File: src/rtl/dmux_stream_if.sv
// Handshake bundle for dmux_stream: one upstream word port and NCH downstream channel ports.
// The master side is the producer/consumer environment; the slave side is the demux itself.
interface dmux_stream_if #(
    parameter int WIDTH = 16,
    parameter int NCH   = 4,
    parameter int SELW  = 2,
    parameter int CNTW  = 8
);
    logic [WIDTH-1:0]     I;
    logic [SELW-1:0]      SEL;
    logic                 BCAST;
    logic                 I_VALID;
    logic                 I_READY;
    logic [NCH*WIDTH-1:0] A;
    logic [NCH-1:0]       A_VALID;
    logic [NCH-1:0]       A_READY;
    logic                 DROP;
    logic [CNTW-1:0]      DROP_CNT;

    modport master (
        output I, SEL, BCAST, I_VALID, A_READY,
        input  I_READY, A, A_VALID, DROP, DROP_CNT
    );

    modport slave (
        input  I, SEL, BCAST, I_VALID, A_READY,
        output I_READY, A, A_VALID, DROP, DROP_CNT
    );
endinterface

File: src/rtl/dmux_stream.sv
// Registered 1-to-NCH demultiplexer with a one-entry holding register per channel,
// all-or-nothing broadcast, and a saturating counter of words addressed past the last channel.
module dmux_stream #(
    parameter int WIDTH = 16,
    parameter int NCH   = 4,
    parameter int SELW  = 2,
    parameter int CNTW  = 8
) (
    input logic          CLK,
    input logic          RST,
    dmux_stream_if.slave bus
);
    logic [NCH*WIDTH-1:0] data_q, data_d;
    logic [NCH-1:0]       valid_q, valid_d;
    logic                 drop_q, drop_d;
    logic [CNTW-1:0]      cnt_q, cnt_d;

    logic [NCH-1:0] free;
    logic [NCH-1:0] sel_hit;
    logic [NCH-1:0] load;
    logic           in_range;
    logic           accept;
    logic           xfer;

    function automatic logic [CNTW-1:0] sat_inc(input logic [CNTW-1:0] v);
        return (&v) ? v : v + CNTW'(1);
    endfunction

    // sel_hit is all-zero for SEL >= NCH, which doubles as the out-of-range detect.
    always_comb begin
        free    = '0;
        sel_hit = '0;
        for (int c = 0; c < NCH; c++) begin
            free[c]    = !valid_q[c] || bus.A_READY[c];
            sel_hit[c] = (32'(bus.SEL) == c);
        end
        in_range = |sel_hit;

        if (bus.BCAST)
            accept = &free;
        else if (in_range)
            accept = |(sel_hit & free);
        else
            accept = 1'b1;
    end

    assign bus.I_READY = !RST && accept;
    assign xfer        = bus.I_VALID && bus.I_READY;

    always_comb begin
        load    = '0;
        data_d  = data_q;
        valid_d = valid_q;
        if (xfer)
            load = bus.BCAST ? {NCH{1'b1}} : sel_hit;

        // A reload at the same edge as a drain wins, so the channel stays valid with no bubble.
        for (int c = 0; c < NCH; c++) begin
            if (load[c]) begin
                data_d[c*WIDTH +: WIDTH] = bus.I;
                valid_d[c]               = 1'b1;
            end else if (bus.A_READY[c]) begin
                valid_d[c] = 1'b0;
            end
        end

        drop_d = xfer && !bus.BCAST && !in_range;
        cnt_d  = drop_d ? sat_inc(cnt_q) : cnt_q;
    end

    always_ff @(posedge CLK) begin
        if (RST) begin
            data_q  <= '0;
            valid_q <= '0;
            drop_q  <= 1'b0;
            cnt_q   <= '0;
        end else begin
            data_q  <= data_d;
            valid_q <= valid_d;
            drop_q  <= drop_d;
            cnt_q   <= cnt_d;
        end
    end

    assign bus.A        = data_q;
    assign bus.A_VALID  = valid_q;
    assign bus.DROP     = drop_q;
    assign bus.DROP_CNT = cnt_q;
endmodule
File: src/flat_wrapper.sv
// flat-port wrapper written by rule: the top's interface ports become plain ports
module dmux_stream_flat 
#(
    parameter int WIDTH = 16,
    parameter int NCH   = 4,
    parameter int SELW  = 2,
    parameter int CNTW  = 8
)
  (CLK, RST, bus_I, bus_SEL, bus_BCAST, bus_I_VALID, bus_A_READY, bus_I_READY, bus_A, bus_A_VALID, bus_DROP, bus_DROP_CNT);
  dmux_stream_if #(.WIDTH(WIDTH), .NCH(NCH), .SELW(SELW), .CNTW(CNTW)) bus_i ();
  input logic CLK;
  input logic RST;
  input wire logic [$bits(bus_i.I)-1:0] bus_I;
  input wire logic [$bits(bus_i.SEL)-1:0] bus_SEL;
  input wire logic [$bits(bus_i.BCAST)-1:0] bus_BCAST;
  input wire logic [$bits(bus_i.I_VALID)-1:0] bus_I_VALID;
  input wire logic [$bits(bus_i.A_READY)-1:0] bus_A_READY;
  output wire logic [$bits(bus_i.I_READY)-1:0] bus_I_READY;
  output wire logic [$bits(bus_i.A)-1:0] bus_A;
  output wire logic [$bits(bus_i.A_VALID)-1:0] bus_A_VALID;
  output wire logic [$bits(bus_i.DROP)-1:0] bus_DROP;
  output wire logic [$bits(bus_i.DROP_CNT)-1:0] bus_DROP_CNT;
  assign bus_i.I = bus_I;
  assign bus_i.SEL = bus_SEL;
  assign bus_i.BCAST = bus_BCAST;
  assign bus_i.I_VALID = bus_I_VALID;
  assign bus_i.A_READY = bus_A_READY;
  assign bus_I_READY = bus_i.I_READY;
  assign bus_A = bus_i.A;
  assign bus_A_VALID = bus_i.A_VALID;
  assign bus_DROP = bus_i.DROP;
  assign bus_DROP_CNT = bus_i.DROP_CNT;
  dmux_stream #(.WIDTH(WIDTH), .NCH(NCH), .SELW(SELW), .CNTW(CNTW)) u_core (.CLK(CLK), .RST(RST), .bus(bus_i));
endmodule
File: config.mk
export PLATFORM = sky130hd
export DESIGN_NAME = dmux_stream_flat
export DESIGN_NICKNAME = d
export VERILOG_FILES = /design/src/rtl/dmux_stream_if.sv /design/src/rtl/dmux_stream.sv /design/src/flat_wrapper.sv
export SDC_FILE = /design/constraint.sdc
export NUM_CORES = 1
export LEC_CHECK = 0
export BUFFER_PORTS_ARGS = -buffer_cell sky130_fd_sc_hd__buf_2
export CORE_MARGIN = 8
export CORE_UTILIZATION = 54
export CTS_CLUSTER_DIAMETER = 200
export DETAILED_ROUTE_END_ITERATION = 8
export PLACE_DENSITY = 0.84
export SETUP_SLACK_MARGIN = 0.15
export SLEW_MARGIN = 20
export SYNTH_ARGS = -nofsm -noshare
export SYNTH_HDL_FRONTEND = slang
export SYNTH_SLANG_ARGS = --single-unit
File: constraint.sdc
create_clock -name CLK -period 3.1 [get_ports CLK]
set_input_delay 0.31 -clock CLK [delete_from_list [all_inputs] [get_ports CLK]]
set_output_delay 0.31 -clock CLK [all_outputs]
set_load 0.02 [all_outputs]
==> results of run 1 <==
[sequential cells by signal (all words and copies together), names as in the netlist]
name	count
u_core.bus.A	64
u_core.bus.DROP	1
u_core.bus.A_VALID	4
u_core.bus.DROP_CNT	8
[synthesized netlist by cell type (2+ instances only)]
cell       count
dfxtp_1       77
a21oi_1        4
mux2i_1       64
buf_6          4
mux4_2         2
clkbuf_1      11
o21ai_0        2
o2111ai_1      2
a21o_1         2
nand2b_1      83
nor2b_1       12
buf_12         3
[worst reg2reg max path: cells and delay by family, from the launching register on]
family | cells | cell delay, ns
AND/OR/NAND/NOR | 1 | 0.16
multiplexers | 1 | 0.27
flip-flops | 1 | 0.32
AO/OA/AOI/OAI | 2 | 1.35
[logic make-up (layout without fill, tap and decap cells)]
logic type | count (synthesis) | count (layout) | synth area share (%)
buffers and inverters | 20 | 126 | 4.91
other | 1 | 1 | 0.120
and+or+nand+nor | 97 | 97 | 19.3
muxes | 66 | 66 | 21.9
DFF | 77 | 77 | 49.2
AOI/OAI and AO/OA | 17 | 17 | 4.55
[layout by cell type (no fill, tap or decap), types with 2 or more instances in the layout]
master,netlist,routed
mux2i_1,64,64
o2111ai_2,1,3
nand2b_1,83,83
o21ai_0,2,2
clkinvlp_4,0,2
buf_4,0,5
nor2b_1,12,12
a21o_1,2,2
clkbuf_8,0,10
a21oi_1,4,4
dfxtp_1,77,77
mux4_2,2,2
buf_2,0,103
[worst min-delay path by stage]
stage,depth (start not counted),startpoint,end,slack [ns]
3_5_place_dp,1,u_core.bus.DROP_CNT[4]$_SDFFE_PP0P_,u_core.bus.DROP_CNT[4]$_SDFFE_PP0P_,0.46
6_report,3,bus_A_READY[0],u_core.bus.A_VALID[0]$_SDFFE_PP0P_,0.29
2_1_floorplan,2,bus_A_READY[0],u_core.bus.A_VALID[0]$_SDFFE_PP0P_,0.52
3_3_place_gp,1,u_core.bus.DROP_CNT[7]$_SDFFE_PP0P_,u_core.bus.DROP_CNT[7]$_SDFFE_PP0P_,0.45
5_1_grt,3,bus_A_READY[0],u_core.bus.A_VALID[0]$_SDFFE_PP0P_,0.31
4_1_cts,3,bus_A_READY[0],u_core.bus.A_VALID[0]$_SDFFE_PP0P_,0.28
[final cells by class]
type,instances,area (um^2)
multi-input cells,181,1450
clock buffers,11,141
clock inverters,5,58.8
inverters,2,7.51
fillers,430,1700
well taps,72,90.1
repair buffers,108,553
flip-flops and latches,77,1540
[per-stage QoR]
stage,hold WS [ns],util [%]
floorplan,0.520,-
global placement,0.447,65.7
detailed placement,0.457,65.7
CTS,0.285,69.4
global route,0.307,69.4
finish,0.291,69.4
[routing by layer]
metal / routed length (um) / up-vias / global-route usage (%)
li1: - / 1128 / -
met3: 555 / 12 / 6.28
met2: 3070 / 73 / 26.3
met1: 3270 / 1032 / 20.5
met5: 0 / - / 0
met4: 137 / 0 / 8.46
[power by group through the flow]
stage          clock network [mW]  logic [mW]  registers [mW]
6_report                    0.758       0.354            1.08
3_5_place_dp                    0       0.358            1.10
4_1_cts                     0.779       0.359            1.08
3_3_place_gp                    0       0.353            1.10
5_1_grt                     0.824       0.381            1.09
2_1_floorplan                   0       0.181            1.18
==> reports/qor_table.md, run 1 <==
| Quantity | Reported |
| --- | --- |
| Sequential group share of total power | 49.3% |
| Sequential fraction of the synthesis area | 49.2% |
| Placed Instances | 440 |
| Critical path, cell by cell | nor2b_1 -> o41ai_2 -> o2111a_1 -> mux2i_1 |
| Class of the tightest hold or removal check | in -> reg |
| Switching part of the total | 27.6% |
| Routed wirelength normalized by instance count | 15.4 um |
| Yosys reg bits | 77 |
| Die Width | 92.2 um |
| Maximum level of the CTS H-tree | 3 |
| Initial Util | 56.5% |
| End of the worst register-to-register path | u_core.bus.A[37]$_SDFFE_PP0P_ |
| Post-route minimum period | 2.16 ns |
| Fraction of registers with async set or reset after synthesis | 0% |
| Die H | 92.2 um |
| Leading cell types by total area after synthesis | dfxtp_1 (49%), mux2i_1 (20%), nand2b_1 (17%) |
| Maximum clock frequency | 463 MHz |
| Area added between synthesis and finish | 22.6% |
| Max Cap Viol | 0 |
| Tightest Pin Transition | 0.788 ns |
| First-pass GRT wire length | 11800 um |
| Placeable core region | 5540 um^2 |
| Endpoints failing hold | 0 |
| Unique cell type count in the Yosys netlist | 24 |
| Worst path top cell family by delay | compound AO/OA/AOI/OAI gates |
| Power per cell area | 571 nW/um^2 |
| Number of sinks on the clock net | 77 |
| Critical path buffers and inverters | 0 |
| Post-CTS clock slew at the launch and capture registers of the worst setup and hold paths | 0.08 ns |
| Routed vias/inst | 4.92 |
| Final total negative setup slack | 0 ns |
| Total global routing track utilization | 17.1% |
| Setup slack after placement | 0.840 ns |
| Fraction of power consumed by the clock network | 34.6% |
| Max-slew headroom | 47.5% |
| Vias in the first global route | 2453 |
| Root buffer cell | clkbuf_8 |
| Hold-fix buffers at CTS | 0 |
| Final worst path period share | 69.7% |
| CTS tree | built |
| Number of nets still failing antenna checks after routing | 0 |
| Top-area cell type share of the netlist area | 49.2% |
| Worst-case clock skew | 0.00625 ns |
| Number of rows in the core area | 27 |
| Net switching power figure | 0.605 mW |
| Area enclosed by the die boundary | 8500 um^2 |
| Cell Count, Final, Fillers Out | 456 |
| Cell Int Power | 1.59 mW |
| Launching instance or port of the critical path | u_core.bus.A_VALID[3]$_SDFFE_PP0P_ |
| Count of unresolved DRC violations after routing | 0 |
| Register-to-Register Setup Slack | 0.94 ns |
| Clock buffer count from CTS | 9 |
| Largest voltage drop on the vdd net | 330 uV |
| Required time of the critical path | 3.37 ns |
| CP max stage delay | 0.76 ns |
| Vias | 2245 |
| First drt pass iteration count | 4 |
| Yosys warning total | 0 |
| Category of the most critical setup path | reg -> reg |
| Routability Congestion | 0.843 |
| Total power after layout | 2.19 mW |
| Reg2Reg Launch Point | u_core.bus.A_VALID[3]$_SDFFE_PP0P_ |
| Status | finished clean |
| Endpoint of the most critical setup path | u_core.bus.A[37]$_SDFFE_PP0P_ |
| Worst setup EP type | register |
| Count of mapped cells out of synthesis | 278 |
| Critical Path Source Type | register |
| Part of the power in combinational logic | 16.2% |
| Final setup slack of the worst path | 0.938 ns |
| Detailed-placement wirelength estimate | 5090 um |
| Max Buffers Root-to-Sink | 2 |
| Number of gates given a new drive strength after cts | 0 |
| Clock latency at the later pin of the worst-skew pair | 0.34 ns |
| Arrival time of the worst setup path | 2.43 ns |
| Finished layout cell area | 3840 um^2 |
| Cell at the slowest stage of the critical path | o2111a_1 |
| Setup-violating endpoint count in the final report | 0 |
| Total Nets Final | 405 |
| Setup repair after global routing missed its margin | false |
| Depth of the critical timing path with buffers and inverters included | 4 |
| Post-synthesis instance area | 3130 um^2 |
| Number of buffers inserted to repair setup after CTS | 0 |
| Instance area after placement | 3640 um^2 |
| Mean instance size in the synthesized netlist | 11.3 um^2 |
| I/O pin count | 104 |
| Post-synth top flop | dfxtp_1 |
| Diode count | 0 |
| Length in cells of the worst reg-to-reg path | 4 |
| Port Buffer Count | 103 |
| Maximum fanout count along the critical path | 11 |
| Total detailed-routing wirelength | 7030 um |
| Number of DRC markers after the initial detailed-route iteration | 68 |
| Number of flops mapped to enable cells by yosys | 0 |
| Sum of overflow across all layers after global routing | 0 |
| Syn_nets | 304 |
| Leakage power | 1.94 nW |
| Library cell with the largest summed area after synthesis | dfxtp_1 |
| Initial antenna violation count | 0 |
| Final max-slew violation count | 0 |
| Pin count of the biggest net entering global routing | 45 |
| Layout cell share with drive strength beyond 1 | 34.1% |
Note: power is estimated with default switching activity, not from simulation.
==> run 2: changes to the inputs <==
--- a/config.mk
+++ b/config.mk
@@ -7,10 +7,10 @@
 export LEC_CHECK = 0
 export BUFFER_PORTS_ARGS = -buffer_cell sky130_fd_sc_hd__buf_2
 export CORE_MARGIN = 8
-export CORE_UTILIZATION = 54
+export CORE_UTILIZATION = 50
 export CTS_CLUSTER_DIAMETER = 200
 export DETAILED_ROUTE_END_ITERATION = 8
-export PLACE_DENSITY = 0.84
+export PLACE_DENSITY = 0.78
 export SETUP_SLACK_MARGIN = 0.15
 export SLEW_MARGIN = 20
 export SYNTH_ARGS = -nofsm -noshare
==> constraint.sdc (replaced) <==
create_clock -name CLK -period 2 [get_ports CLK]
set_input_delay 0.2 -clock CLK [delete_from_list [all_inputs] [get_ports CLK]]
set_output_delay 0.2 -clock CLK [all_outputs]
set_load 0.02 [all_outputs]
==> run 2 against run 1 <==
  * Hold slack worse by 0.098 ns
  * Non-clock buffer count rose by 15
  * Routed wire length rose by 5.4%
  * Count of clock-buffer cells in the layout fell by 2
  * Via count up 3.4%
  * Register-to-register slack lost 0.81 ns
  * Utilization down 3.7 points
  * Critical path type is now reg -> out
  * Largest cell class unchanged
  * Highest routed layer unchanged
==> reports/qor_table.md, run 2 (same netlist as run 1, synthesis figures left out) <==
| Quantity | Reported |
| --- | --- |
| Maximum clock frequency | 524 MHz |
| Busiest grt layer | met2 |
| Die H | 95.2 um |
| Cell Count, Final, Fillers Out | 476 |
| Final worst path period share | 95.4% |
| Number of sinks on the clock net | 77 |
| Routability Congestion | 0.771 |
| Final setup slack of the worst path | 0.0925 ns |
| Clock latency at the later pin of the worst-skew pair | 0.34 ns |
| Max Buffers Root-to-Sink | 2 |
| Port Buffer Count | 103 |
| Setup repair after global routing missed its margin | true |
| Reg2Reg Launch Point | u_core.bus.A_VALID[0]$_SDFFE_PP0P_ |
| Initial Util | 50.5% |
| Global Route met1 Usage | 19.7% |
| Category of the most critical setup path | reg -> out |
| Root buffer cell | clkbuf_8 |
| Final total negative setup slack | 0 ns |
| Max-slew headroom | 61.1% |
| First drt pass iteration count | 4 |
| Worst-case clock skew | 0.00909 ns |
| Endpoints failing hold | 0 |
| End point of the worst hold path | u_core.bus.A[5]$_SDFFE_PP0P_ |
| Maximum fanout count along the critical path | 3 |
| Critical hold path startpoint | bus_I[5] |
| First-pass GRT wire length | 11700 um |
| Count of unresolved DRC violations after routing | 0 |
| Most common cell after layout, fill and taps aside | buf_2 |
| Vias | 2322 |
| Largest register FFs | 64 |
| Most frequent cells in the layout | buf_2 (102), nand2b_1 (83), dfxtp_1 (73) |
| Total power after layout | 3.54 mW |
| Maximum level of the CTS H-tree | 3 |
| Area enclosed by the die boundary | 9060 um^2 |
| End of the worst register-to-register path | u_core.bus.A[22]$_SDFFE_PP0P_ |
| Die Width | 95.2 um |
| Layout cell share with drive strength beyond 1 | 39.6% |
| Setup-violating endpoint count in the final report | 0 |
| Max Cap Viol | 0 |
| Post-route minimum period | 1.91 ns |
| I/O pin count | 104 |
| Instance area after placement | 3760 um^2 |
| Setup slack after placement | 0.135 ns |
| Arrival time of the worst setup path | 1.71 ns |
| Pin count of the biggest net entering global routing | 35 |
| CTS tree | built |
| Placed Instances | 456 |
| Register-to-Register Setup Slack | 0.13 ns |
| Total detailed-routing wirelength | 7410 um |
| Post-CTS clock slew at the launch and capture registers of the worst setup and hold paths | 0.08 ns |
| Global-route met2 utilization | 26.7% |
| Final max-slew violation count | 0 |
| Routed vias/inst | 4.88 |
| Area added between synthesis and finish | 30.1% |
| Routed wirelength normalized by instance count | 15.6 um |
| Clock buffer count from CTS | 9 |
| Tightest Pin Transition | 0.577 ns |
| Worst setup EP type | primary output |
| Class of the tightest hold or removal check | in -> reg |
| Number of rows in the core area | 29 |
| Critical Path Source Type | register |
| Count of cells along the worst hold path | 3 |
| Vias in the first global route | 2411 |
| Placeable core region | 6200 um^2 |
| Status | finished clean |
| Largest voltage drop on the vdd net | 531 uV |
| Initial antenna violation count | 0 |
| Detailed-placement wirelength estimate | 5400 um |
| Leakage power | 2.05 nW |
| Fraction of met3 tracks used by global routing | 5.91% |
| Finished layout cell area | 4080 um^2 |
| Hold-fix buffers at CTS | 0 |
| Power per cell area | 869 nW/um^2 |
| Diode count | 0 |
| Required time of the critical path | 1.80 ns |
| Number of nets still failing antenna checks after routing | 0 |
| Sum of overflow across all layers after global routing | 0 |
| Total global routing track utilization | 16.6% |
| Total Nets Final | 420 |
| Number of DRC markers after the initial detailed-route iteration | 47 |
| Length in cells of the worst reg-to-reg path | 5 |
==> run 2: cell count changes in the layout (fill, tap and decap cells not counted), sizes merged <==
cell	before	now
clkinv	1	3
buf	108	123
bufinv	1	2
inv	3	2
clkbuf	11	9
==> run 2: area by class of cell <==
cell class                 instances  area [um^2]
fill                             497         2130
sequential                        77         1550
multi-input combinational        181         1490
timing repair buffer             123          716
clock buffer                       9          124
tap                               77         96.3
clock inverter                     7         90.1
inverter                           2         7.51
==> run 2: how the worst max path moves through the flow <==
| stage | from | end | slack (ns) | cells after the start |
|---|---|---|---|---|
| global route | u_core.bus.A_VALID[3]$_SDFFE_PP0P_ | u_core.bus.A[39]$_SDFFE_PP0P_ | 0.009 | 5 |
| finish | u_core.bus.A_VALID[0]$_SDFFE_PP0P_ | bus_I_READY | 0.09 | 4 |
| detailed placement | u_core.bus.A_VALID[0]$_SDFFE_PP0P_ | u_core.bus.A[13]$_SDFFE_PP0P_ | 0.13 | 5 |
| global placement | u_core.bus.A_VALID[0]$_SDFFE_PP0P_ | u_core.bus.A[10]$_SDFFE_PP0P_ | 0.17 | 5 |
| floorplan | u_core.bus.A_VALID[0]$_SDFFE_PP0P_ | u_core.bus.A[10]$_SDFFE_PP0P_ | 0.15 | 6 |
| CTS | u_core.bus.A_VALID[0]$_SDFFE_PP0P_ | bus_I_READY | 0.13 | 4 |
==> run 2: power breakdown <==
part | leakage, nW | switching, mW | internal (mW)
sequential | 0.632 | 0.0494 | 1.63
clock | 0.105 | 0.558 | 0.696
combinational | 1.31 | 0.344 | 0.268
total | 2.05 | 0.952 | 2.59
==> run 2: timing repair <==
item,4_1_cts,5_1_grt
pin swaps,1,1
buffers inserted,4,0
gates cloned,0,0
setup endpoints to repair,15,61
resized for setup,16,5
==> run 2: through the flow <==
step                hold WS (ns)  util (%)
floorplan                  0.399         -
global placement           0.449      60.6
detailed placement         0.456      60.6
CTS                        0.182      65.4
global route               0.203      65.7
finish                     0.194      65.7
==> run 2: layer usage <==
| layer | part of all wire [%] | vias up |
|---|---|---|
| met4 | 0.94 | 0 |
| met1 | 43 | 1094 |
| li1 | - | 1158 |
| met2 | 48 | 64 |
| met3 | 8.1 | 6 |
| met5 | 0 | - |
==> run 2: critical path, stage by stage (launching register included) <==
cell      delay [ns]
dfxtp_4         0.35
nor2b_4         0.12
mux4_2          0.47
a211oi_2        0.24
buf_4           0.19
==> run 3: changes to the inputs <==
--- a/config.mk
+++ b/config.mk
@@ -11,8 +11,10 @@
 export CTS_CLUSTER_DIAMETER = 200
 export DETAILED_ROUTE_END_ITERATION = 8
 export PLACE_DENSITY = 0.78
+export REMOVE_ABC_BUFFERS = 1
 export SETUP_SLACK_MARGIN = 0.15
 export SLEW_MARGIN = 20
 export SYNTH_ARGS = -nofsm -noshare
 export SYNTH_HDL_FRONTEND = slang
 export SYNTH_SLANG_ARGS = --single-unit
+export TNS_END_PERCENT = 30
==> run 3 against run 2 <==
  * Critical path type is now reg -> reg
  * Design area is 2.1% lower
  * Total power is 7.7% lower
  * Highest routed layer unchanged
  * Flip-flop and latch count stayed put
  * Hold slack better by 0.0062 ns
  * Global-route usage is 0.17 points lower
  * Register-to-register slack worse by 0.03 ns
==> reports/qor_table.md, run 3 (same netlist as run 1, synthesis figures left out) <==
| Quantity | Reported |
| --- | --- |
| Routability Congestion | 0.849 |
| Die H | 95.2 um |
| Count of cells along the worst hold path | 3 |
| Detailed-placement wirelength estimate | 5130 um |
| Utilization after layout | 64.3% |
| Number of rows in the core area | 29 |
| CTS tree | built |
| Die Width | 95.2 um |
| Count of unresolved DRC violations after routing | 0 |
| Critical Path Source Type | register |
| Class of the tightest hold or removal check | in -> reg |
| First drt pass iteration count | 4 |
| Total detailed-routing wirelength | 7390 um |
| Length in cells of the worst reg-to-reg path | 5 |
| Max Buffers Root-to-Sink | 2 |
| Port Buffer Count | 103 |
| Total global routing track utilization | 16.4% |
| Largest register FFs | 64 |
| Initial Util | 50.5% |
| Largest voltage drop on the vdd net | 436 uV |
| Required time of the critical path | 2.26 ns |
| Layout cell share with drive strength beyond 1 | 37.4% |
| I/O pin count | 104 |
| Maximum fanout count along the critical path | 13 |
| Final max-slew violation count | 0 |
| Critical hold path startpoint | bus_I[9] |
| Root buffer cell | clkbuf_8 |
| Routed vias/inst | 5.05 |
| Most common cell after layout, fill and taps aside | buf_2 |
| Area added between synthesis and finish | 27.4% |
| Initial antenna violation count | 0 |
| First-pass GRT wire length | 11700 um |
| Final-layout fill cell count | 525 |
| Vias | 2359 |
| Maximum level of the CTS H-tree | 3 |
| Number of DRC markers after the initial detailed-route iteration | 82 |
| End of the worst register-to-register path | u_core.bus.A[6]$_SDFFE_PP0P_ |
| Most frequent cells in the layout | buf_2 (102), nand2b_1 (83), dfxtp_1 (73) |
| Setup-violating endpoint count in the final report | 0 |
| Tightest Pin Transition | 0.524 ns |
| Arrival time of the worst setup path | 2.16 ns |
| Setup repair after global routing missed its margin | true |
| Worst setup EP type | register |
| Clock latency at the later pin of the worst-skew pair | 0.33 ns |
| Routed wirelength normalized by instance count | 15.8 um |
| Sum of overflow across all layers after global routing | 0 |
| Number of nets still failing antenna checks after routing | 0 |
| Leakage power | 1.99 nW |
| Reg2Reg Launch Point | u_core.bus.A_VALID[0]$_SDFFE_PP0P_ |
| Pin count of the biggest net entering global routing | 54 |
| End point of the worst hold path | u_core.bus.A[25]$_SDFFE_PP0P_ |
| Status | finished clean |
| Diode count | 0 |
| Category of the most critical setup path | reg -> reg |
| Worst-case clock skew | 0.00513 ns |
| Number of sinks on the clock net | 77 |
| Clock buffer count from CTS | 9 |
| Post-CTS clock slew at the launch and capture registers of the worst setup and hold paths | 0.07 ns |
| Endpoints failing hold | 0 |
| Area enclosed by the die boundary | 9060 um^2 |
| Area of the multi-input gates | 1520 um^2 |
| Placeable core region | 6200 um^2 |
| Sequential cell area | 1550 um^2 |
| Max-slew headroom | 65.0% |
| Final total negative setup slack | 0 ns |
| Maximum clock frequency | 527 MHz |
| Max Cap Viol | 0 |
| Total Nets Final | 412 |
| Post-route minimum period | 1.90 ns |
| Register-to-Register Setup Slack | 0.10 ns |
| Vias in the first global route | 2395 |
| Total power after layout | 3.27 mW |
| Power per cell area | 820 nW/um^2 |
| Final worst path period share | 94.8% |
-- run 3: changes by cell type in the layout (fill, tap and decap cells not counted), sizes merged --
cell / change
clkinv: -1
clkbuf: +4
buf: -8
clkinvlp: -2
bufinv: -2
-- run 3: worst max-delay path by stage --
stage / end / slack, ns / start
global route: u_core.bus.A[6]$_SDFFE_PP0P_ / 0.03 / u_core.bus.A_VALID[0]$_SDFFE_PP0P_
detailed placement: u_core.bus.A[42]$_SDFFE_PP0P_ / 0.14 / u_core.bus.A_VALID[3]$_SDFFE_PP0P_
global placement: u_core.bus.A[5]$_SDFFE_PP0P_ / 0.18 / u_core.bus.A_VALID[0]$_SDFFE_PP0P_
CTS: u_core.bus.A[48]$_SDFFE_PP0P_ / 0.1 / u_core.bus.A_VALID[2]$_SDFFE_PP0P_
floorplan: u_core.bus.A[0]$_SDFFE_PP0P_ / -0.82 / u_core.bus.A_VALID[0]$_SDFFE_PP0P_
finish: u_core.bus.A[6]$_SDFFE_PP0P_ / 0.10 / u_core.bus.A_VALID[0]$_SDFFE_PP0P_
-- run 3: stage by stage --
stage	cell area, um^2	hold WS, ns	instances	setup WS (ns)
2_1_floorplan	2990	0.269	260	-0.822
3_3_place_gp	3720	0.447	450	0.178
3_5_place_dp	3720	0.453	450	0.138
4_1_cts	3910	0.178	466	0.0950
5_1_grt	3990	0.211	467	0.0347
6_report	3990	0.200	467	0.104
-- run 3: cell type report --
cell class	count	area share, %
clock buffers	13	3.73
clock inverters	2	0.251
inverters	2	0.188
multi-input cells	181	38.1
flip-flops and latches	77	38.7
well taps	77	2.41
repair buffers	115	16.6
-- run 3: repair_timing --
| action | in CTS | in global routing |
|---|---|---|
| resized for setup | 3 | 19 |
| cloned | 0 | 0 |
| buffers inserted | 1 | 1 |
| pin swaps | 1 | 3 |
| endpoints found under the hold margin | 0 | 0 |
| endpoints found under the setup margin | 36 | 67 |
| hold buffers | 0 | 0 |
-- run 3: critical path: stages, from the launching register on --
cell       delay (ns)
dfxtp_2          0.33
or2b_1           0.27
mux4_2           0.55
o2111ai_2        0.27
buf_12           0.20
mux2i_1          0.21
-- run 3: metal layers --
layer | wire length, um | GRT usage (%)
met3 | 512 | 4.41
met4 | 191 | 9.36
met5 | 0 | 0
met1 | 3160 | 19.6
met2 | 3520 | 26.1
-- run 3: power breakdown --
part	internal, mW	switching, mW
clock	0.476	0.510
sequential	1.63	0.0504
combinational	0.258	0.348
